--- src/rtl/pc_sequencer_if.sv ---
// Instruction-memory fetch bus: the sequencer is the master, the memory the slave.
interface pc_sequencer_if;
  logic        imem_req;
  logic [31:0] imem_addr;
  logic        imem_ready;
  logic [31:0] imem_rdata;

  modport master (
    output imem_req,
    output imem_addr,
    input  imem_ready,
    input  imem_rdata
  );

  modport slave (
    input  imem_req,
    input  imem_addr,
    output imem_ready,
    output imem_rdata
  );
endinterface

--- src/rtl/pc_sequencer.sv ---
// Program-counter sequencer: fetch / execute / halt / trap control for a single-issue core.
module pc_sequencer #(
  parameter logic [31:0] RESET_PC      = 32'h0000_0000,
  parameter int unsigned FETCH_TIMEOUT = 16
) (
  input  logic           clk,
  input  logic           rst_n,
  pc_sequencer_if.master imem,
  input  logic           exec_done,
  input  logic           nextPCSrc,
  input  logic [31:0]    branch_target,
  input  logic           halt_req,
  output logic [31:0]    pc,
  output logic [31:0]    inst,
  output logic           inst_valid,
  output logic           halted,
  output logic           trap,
  output logic [1:0]     trap_cause,
  output logic [31:0]    retired_cnt,
  output logic [31:0]    taken_cnt
);

  localparam int unsigned      WAIT_W    = $clog2(FETCH_TIMEOUT + 1);
  localparam logic [WAIT_W-1:0] WAIT_LAST = WAIT_W'(FETCH_TIMEOUT - 1);

  localparam logic [1:0] CAUSE_NONE     = 2'b00;
  localparam logic [1:0] CAUSE_MISALIGN = 2'b01;
  localparam logic [1:0] CAUSE_TIMEOUT  = 2'b10;

  typedef enum logic [2:0] {
    S_IDLE,
    S_FETCH,
    S_EXEC,
    S_HALT,
    S_TRAP
  } state_t;

  state_t              state_q, state_d;
  logic [31:0]         pc_q, pc_d;
  logic [31:0]         inst_q, inst_d;
  logic [WAIT_W-1:0]   wait_q, wait_d;
  logic [1:0]          cause_q, cause_d;
  logic [31:0]         retired_q, retired_d;
  logic [31:0]         taken_q, taken_d;
  logic [31:0]         target;

  // Jump targets are halfword-addressed by the ALU; bit 0 is always dropped.
  function automatic logic [31:0] taken_target(input logic [31:0] t);
    return t & 32'hFFFF_FFFE;
  endfunction

  function automatic logic is_misaligned(input logic [31:0] t);
    return t[1];
  endfunction

  always_ff @(posedge clk or negedge rst_n) begin
    if (!rst_n) begin
      state_q   <= S_IDLE;
      pc_q      <= RESET_PC;
      inst_q    <= '0;
      wait_q    <= '0;
      cause_q   <= CAUSE_NONE;
      retired_q <= '0;
      taken_q   <= '0;
    end else begin
      state_q   <= state_d;
      pc_q      <= pc_d;
      inst_q    <= inst_d;
      wait_q    <= wait_d;
      cause_q   <= cause_d;
      retired_q <= retired_d;
      taken_q   <= taken_d;
    end
  end

  always_comb begin
    state_d   = state_q;
    pc_d      = pc_q;
    inst_d    = inst_q;
    wait_d    = '0;
    cause_d   = cause_q;
    retired_d = retired_q;
    taken_d   = taken_q;
    target    = taken_target(branch_target);

    case (state_q)
      S_IDLE: begin
        state_d = halt_req ? S_HALT : S_FETCH;
      end

      // The wait counter is zero on every entry to FETCH since it only survives here.
      S_FETCH: begin
        if (imem.imem_ready) begin
          inst_d  = imem.imem_rdata;
          state_d = S_EXEC;
        end else if (wait_q == WAIT_LAST) begin
          state_d = S_TRAP;
          cause_d = CAUSE_TIMEOUT;
        end else begin
          wait_d = wait_q + 1'b1;
        end
      end

      S_EXEC: begin
        if (exec_done) begin
          if (nextPCSrc && is_misaligned(target)) begin
            state_d = S_TRAP;
            cause_d = CAUSE_MISALIGN;
          end else begin
            pc_d      = nextPCSrc ? target : pc_q + 32'd4;
            retired_d = retired_q + 32'd1;
            if (nextPCSrc) begin
              taken_d = taken_q + 32'd1;
            end
            state_d = halt_req ? S_HALT : S_FETCH;
          end
        end
      end

      S_HALT: begin
        if (!halt_req) begin
          state_d = S_FETCH;
        end
      end

      S_TRAP: begin
        state_d = S_TRAP;
      end

      default: begin
        state_d = S_IDLE;
      end
    endcase
  end

  assign imem.imem_req  = (state_q == S_FETCH);
  assign imem.imem_addr = pc_q;
  assign pc             = pc_q;
  assign inst           = inst_q;
  assign inst_valid     = (state_q == S_EXEC);
  assign halted         = (state_q == S_HALT);
  assign trap           = (state_q == S_TRAP);
  assign trap_cause     = cause_q;
  assign retired_cnt    = retired_q;
  assign taken_cnt      = taken_q;

  a_trap_sticky : assert property (@(posedge clk) disable iff (!rst_n)
    state_q == S_TRAP |=> state_q == S_TRAP);

  a_addr_stable : assert property (@(posedge clk) disable iff (!rst_n)
    imem.imem_req && !imem.imem_ready |=> $stable(imem.imem_addr));

  a_status_excl : assert property (@(posedge clk) disable iff (!rst_n)
    $onehot0({inst_valid, halted, trap, imem.imem_req}));

endmodule

--- src/flat_wrapper.sv ---
// flat-port wrapper written by rule: the top's interface ports become plain ports
module pc_sequencer_flat 
#(
  parameter logic [31:0] RESET_PC      = 32'h0000_0000,
  parameter int unsigned FETCH_TIMEOUT = 16
)
  (clk, rst_n, exec_done, nextPCSrc, branch_target, halt_req, pc, inst, inst_valid, halted, trap, trap_cause, retired_cnt, taken_cnt, imem_imem_req, imem_imem_addr, imem_imem_ready, imem_imem_rdata);
  pc_sequencer_if imem_i ();
  input  logic clk;
  input  logic rst_n;
  input  logic exec_done;
  input  logic nextPCSrc;
  input  logic [31:0] branch_target;
  input  logic halt_req;
  output logic [31:0] pc;
  output logic [31:0] inst;
  output logic inst_valid;
  output logic halted;
  output logic trap;
  output logic [1:0] trap_cause;
  output logic [31:0] retired_cnt;
  output logic [31:0] taken_cnt;
  output wire logic [$bits(imem_i.imem_req)-1:0] imem_imem_req;
  output wire logic [$bits(imem_i.imem_addr)-1:0] imem_imem_addr;
  input wire logic [$bits(imem_i.imem_ready)-1:0] imem_imem_ready;
  input wire logic [$bits(imem_i.imem_rdata)-1:0] imem_imem_rdata;
  assign imem_imem_req = imem_i.imem_req;
  assign imem_imem_addr = imem_i.imem_addr;
  assign imem_i.imem_ready = imem_imem_ready;
  assign imem_i.imem_rdata = imem_imem_rdata;
  pc_sequencer #(.RESET_PC(RESET_PC), .FETCH_TIMEOUT(FETCH_TIMEOUT)) u_core (.clk(clk), .rst_n(rst_n), .imem(imem_i), .exec_done(exec_done), .nextPCSrc(nextPCSrc), .branch_target(branch_target), .halt_req(halt_req), .pc(pc), .inst(inst), .inst_valid(inst_valid), .halted(halted), .trap(trap), .trap_cause(trap_cause), .retired_cnt(retired_cnt), .taken_cnt(taken_cnt));
endmodule
--- config.mk ---
export PLATFORM = sky130hd
export DESIGN_NAME = pc_sequencer_flat
export DESIGN_NICKNAME = d
export VERILOG_FILES = /design/src/rtl/pc_sequencer_if.sv /design/src/rtl/pc_sequencer.sv /design/src/flat_wrapper.sv
export SDC_FILE = /design/constraint.sdc
export NUM_CORES = 1
export LEC_CHECK = 0
export BUFFER_PORTS_ARGS = -buffer_cell sky130_fd_sc_hd__buf_2
export CAP_MARGIN = 10
export CELL_PAD_IN_SITES_DETAIL_PLACEMENT = 1
export CELL_PAD_IN_SITES_GLOBAL_PLACEMENT = 2
export CORE_AREA = 2 2 149 151
export CTS_CLUSTER_DIAMETER = 50
export DETAILED_ROUTE_END_ITERATION = 16
export DIE_AREA = 0 0 151 153
export PLACE_DENSITY_LB_ADDON = 0.1
export SLEW_MARGIN = 25
export SYNTH_ARGS = -nofsm -noshare
export SYNTH_HDL_FRONTEND = slang
export SYNTH_SLANG_ARGS = --single-unit
--- constraint.sdc ---
create_clock -name clk -period 4.2 [get_ports clk]
set_input_delay 0.42 -clock clk [delete_from_list [all_inputs] [get_ports clk]]
set_output_delay 0.42 -clock clk [all_outputs]
set_load 0.02 [all_outputs]
==> reports/metrics.cfg <==
[status]
status = complete, no violations

[synth]
yosys_register_bits = 137
postSynth.topFlopCell = sky130_fd_sc_hd__dfrtp_1
synth_area_um2 = 7020
synth.distinct_cells = 51
async_flop_share = 1.00
yosys_warnings = 0
yosysSeqAreaShare = 0.489
post_synth_edffs = 0
postSynthAreaPerCell_um2 = 10.0
post_synth_inst_count = 701

[global_route]
vias_in_the_first_global_route = 6057
globalRouteTotalUtil = 0.182
grt_pass1_wl_um = 33200
initial_antenna_violation_count = 0
gr-max-usage-layer = met2
grt_use_met2 = 0.306
use_met3 = 0.0310
global_route.overflow_total = 0
grt_start_max_net_pins = 89
gr-usage-met1 = 0.242

[clock_tree]
clock-sinks = 137
cts_tree = yes
cts_resized = 0
cts.reportedPaths.clkPinSlew_ns = 0.07
cts_buffers = 17
htreeDepth = 4
clock_path_buffers = 2
cts_root_buf = sky130_fd_sc_hd__clkbuf_16
clk_latency_ns = 0.42
post-cts-setup-buffers = 0
post_cts_hold_buffer_count = 0

[floorplan]
core_region_area_um2 = 21500
ioPinCount = 236
starting_density = 0.327
floorplan.die_area_um2 = 23100
floorplan.rows = 54
die-width_um = 151
fp.dieH_um = 153

[sta]
final_min_period_ns = 2.70
grt_setup_unrepaired = false
final.setup.worst_slack_ns = 1.50
report.final.slew_viol_count = 0
finalHoldWorstSlack_ns = 0.0538
max_freq_mhz = 371
hold_viol = 0
slew-limit-headroom = 0.396
worst_clock_skew_ns = 0.0116
finalSetupViolations = 0
setup_tns_ns = 0
final_min_period_over_clock_period = 0.642
worst_pin_slew_ns = 0.906

[place]
port_buffers = 232
hpwl_um = 15000
dpl_worst_slack_ns = 1.46
gp_routability_congestion = 0.763
dpl-instance-area_um2 = 8230
placed_cells = 1156

[pwr]
peakVddDrop_uv = 219
total_leakage_power_nw = 4.34
switching_share = 0.383
cellInternalPower_mw = 2.97
powerDensity_nw_per_um2 = 548
netSwitchingPower_mw = 1.84
totalPowerFinal_mw = 4.82
seqPwrFrac = 0.387
p_clk_frac = 0.302
power.share.combinational = 0.311

[job]
max_cap_viols = 0

[setup_path]
start_kind = register
timing_worst_setup_path_type = reg2reg
worst_setup_path_end_kind = register
required_ns = 4.55
crit_fanout = 33
critical_path_arrival_ns = 3.04

[cells_and_area]
instances_no_fill = 1188
finish.net_count = 969
nFillCells = 2479
area_overhead_of_the_layout_relative_to_synthesis_pct = 25.4
post-route-cell-area_um2 = 8800
drive_above_1_share = 0.343
finalCoreUtilization = 0.409
antenna_cells = 0

[routing]
via_count = 5967
totalWireLength_um = 20900
drc_errors = 0
detail_route.vias_per_cell = 5.02
routed_wire_length_per_instance_um = 17.6
dr.pass1.iters = 4
drtIter0Drc = 223
ant_nets = 0

[worst_hold_path]
hold_path_class = in2async

==> cells in the mapped netlist, drive strengths merged, types with 3 or more instances <==
master	number	share of area
dfrtp	137	0.49
nand2	53	0.028
buf	48	0.046
xnor2	48	0.060
nor3	44	0.032
a21oi	41	0.029
nand3	41	0.029
mux2	33	0.053
nor2	33	0.018
nand4	24	0.021
inv	23	0.012
o21ai	19	0.014
clkbuf	18	0.0096
xor2	18	0.022
and3	16	0.014
mux2i	15	0.021
and4	13	0.016
o22ai	13	0.012
nor2b	6	0.0054
and2	5	0.0045
nor3b	5	0.0054
a2bb2oi	4	0.0050
ha	4	0.0071
nand2b	4	0.0036
nor4	4	0.0036
o221a	3	0.0048
o31ai	3	0.0032
or3	3	0.0027
or4	3	0.0032
==> metal layers <==
| metal | routed length (µm) | part of all wire |
|---|---|---|
| met5 | 0 | 0 |
| met4 | 233 | 0.011 |
| met3 | 908 | 0.044 |
| met1 | 9550 | 0.46 |
| met2 | 10200 | 0.49 |
==> area by class of cell <==
| type | count | area [µm²] | share of cell area |
|---|---|---|---|
| timing repair buffer | 240 | 1230 | 0.140 |
| clock inverter | 14 | 129 | 0.0147 |
| multi-input combinational | 476 | 3140 | 0.356 |
| clock buffer | 18 | 439 | 0.0499 |
| sequential | 137 | 3430 | 0.390 |
| inverter | 23 | 86.3 | 0.00982 |
| tap | 280 | 350 | 0.0398 |
==> flip-flops by register name, summed over array words and instances, names as in the netlist <==
register,cells
u_core.imem.imem_addr,31
u_core.inst,32
u_core.retired_cnt,32
u_core.state_q,3
u_core.taken_cnt,32
u_core.trap_cause,2
u_core.wait_q,5
==> power groups by stage <==
stage	sequential (mW)	clock, mW	combinational [mW]
4_1_cts	1.87	1.50	1.53
3_3_place_gp	1.87	0	1.50
5_1_grt	1.92	1.56	1.63
3_5_place_dp	1.89	0	1.53
2_1_floorplan	2.10	0	0.786
6_report	1.86	1.45	1.50
==> kinds of logic after synthesis <==
| kind of cell | after synthesis | share of synthesized area |
|---|---|---|
| adders and majority gates | 4 | 0.00713 |
| buffers and inverters | 89 | 0.0678 |
| AOI/OAI and AO/OA | 97 | 0.0845 |
| other | 1 | 0.000535 |
| DFF | 137 | 0.489 |
| and+or+nand+nor | 259 | 0.195 |
| xor gates and xnor gates | 66 | 0.0824 |
| muxes | 48 | 0.0744 |
==> final timing paths <==
kind                                             end         startpoint  cells after the start  slack, ns
setup reg to reg                u_core.taken_cnt[18]  u_core.state_q[1]                      6       1.50
hold reg to reg                     u_core.wait_q[0]   u_core.wait_q[0]                      1       0.46
hold / removal                u_core.retired_cnt[26]              rst_n                      1       0.05
min in group clk           u_core.imem.imem_addr[10]  branch_target[10]                      3       0.22
setup / recovery                u_core.taken_cnt[18]  u_core.state_q[1]                      6       1.50
max in group asynchronous        u_core.taken_cnt[1]              rst_n                      2       3.16
==> critical path, cell delays in order, from the launching register on <==
cell	delay, ns
sky130_fd_sc_hd__dfrtp_1	0.55
sky130_fd_sc_hd__nor4bb_4	0.34
sky130_fd_sc_hd__buf_4	0.39
sky130_fd_sc_hd__nand2_1	0.35
sky130_fd_sc_hd__or3_1	0.54
sky130_fd_sc_hd__nor3_1	0.24
sky130_fd_sc_hd__xor2_1	0.18
==> placed cells by master, fill, tap and decap left out, drive strengths merged, types with 5 or more instances in the layout <==
master    n
o22ai    13
mux2i    15
nor3b     5
xnor2    48
nor2b     6
buf     240
and4     13
nor2     33
mux2     33
and2      5
nor3     44
xor2     18
clkbuf   18
inv      33
o21ai    19
a21oi    41
and3     16
dfrtp   137
nand2    53
nand3    41
nand4    24
Note: power is estimated with default switching activity, not from simulation.
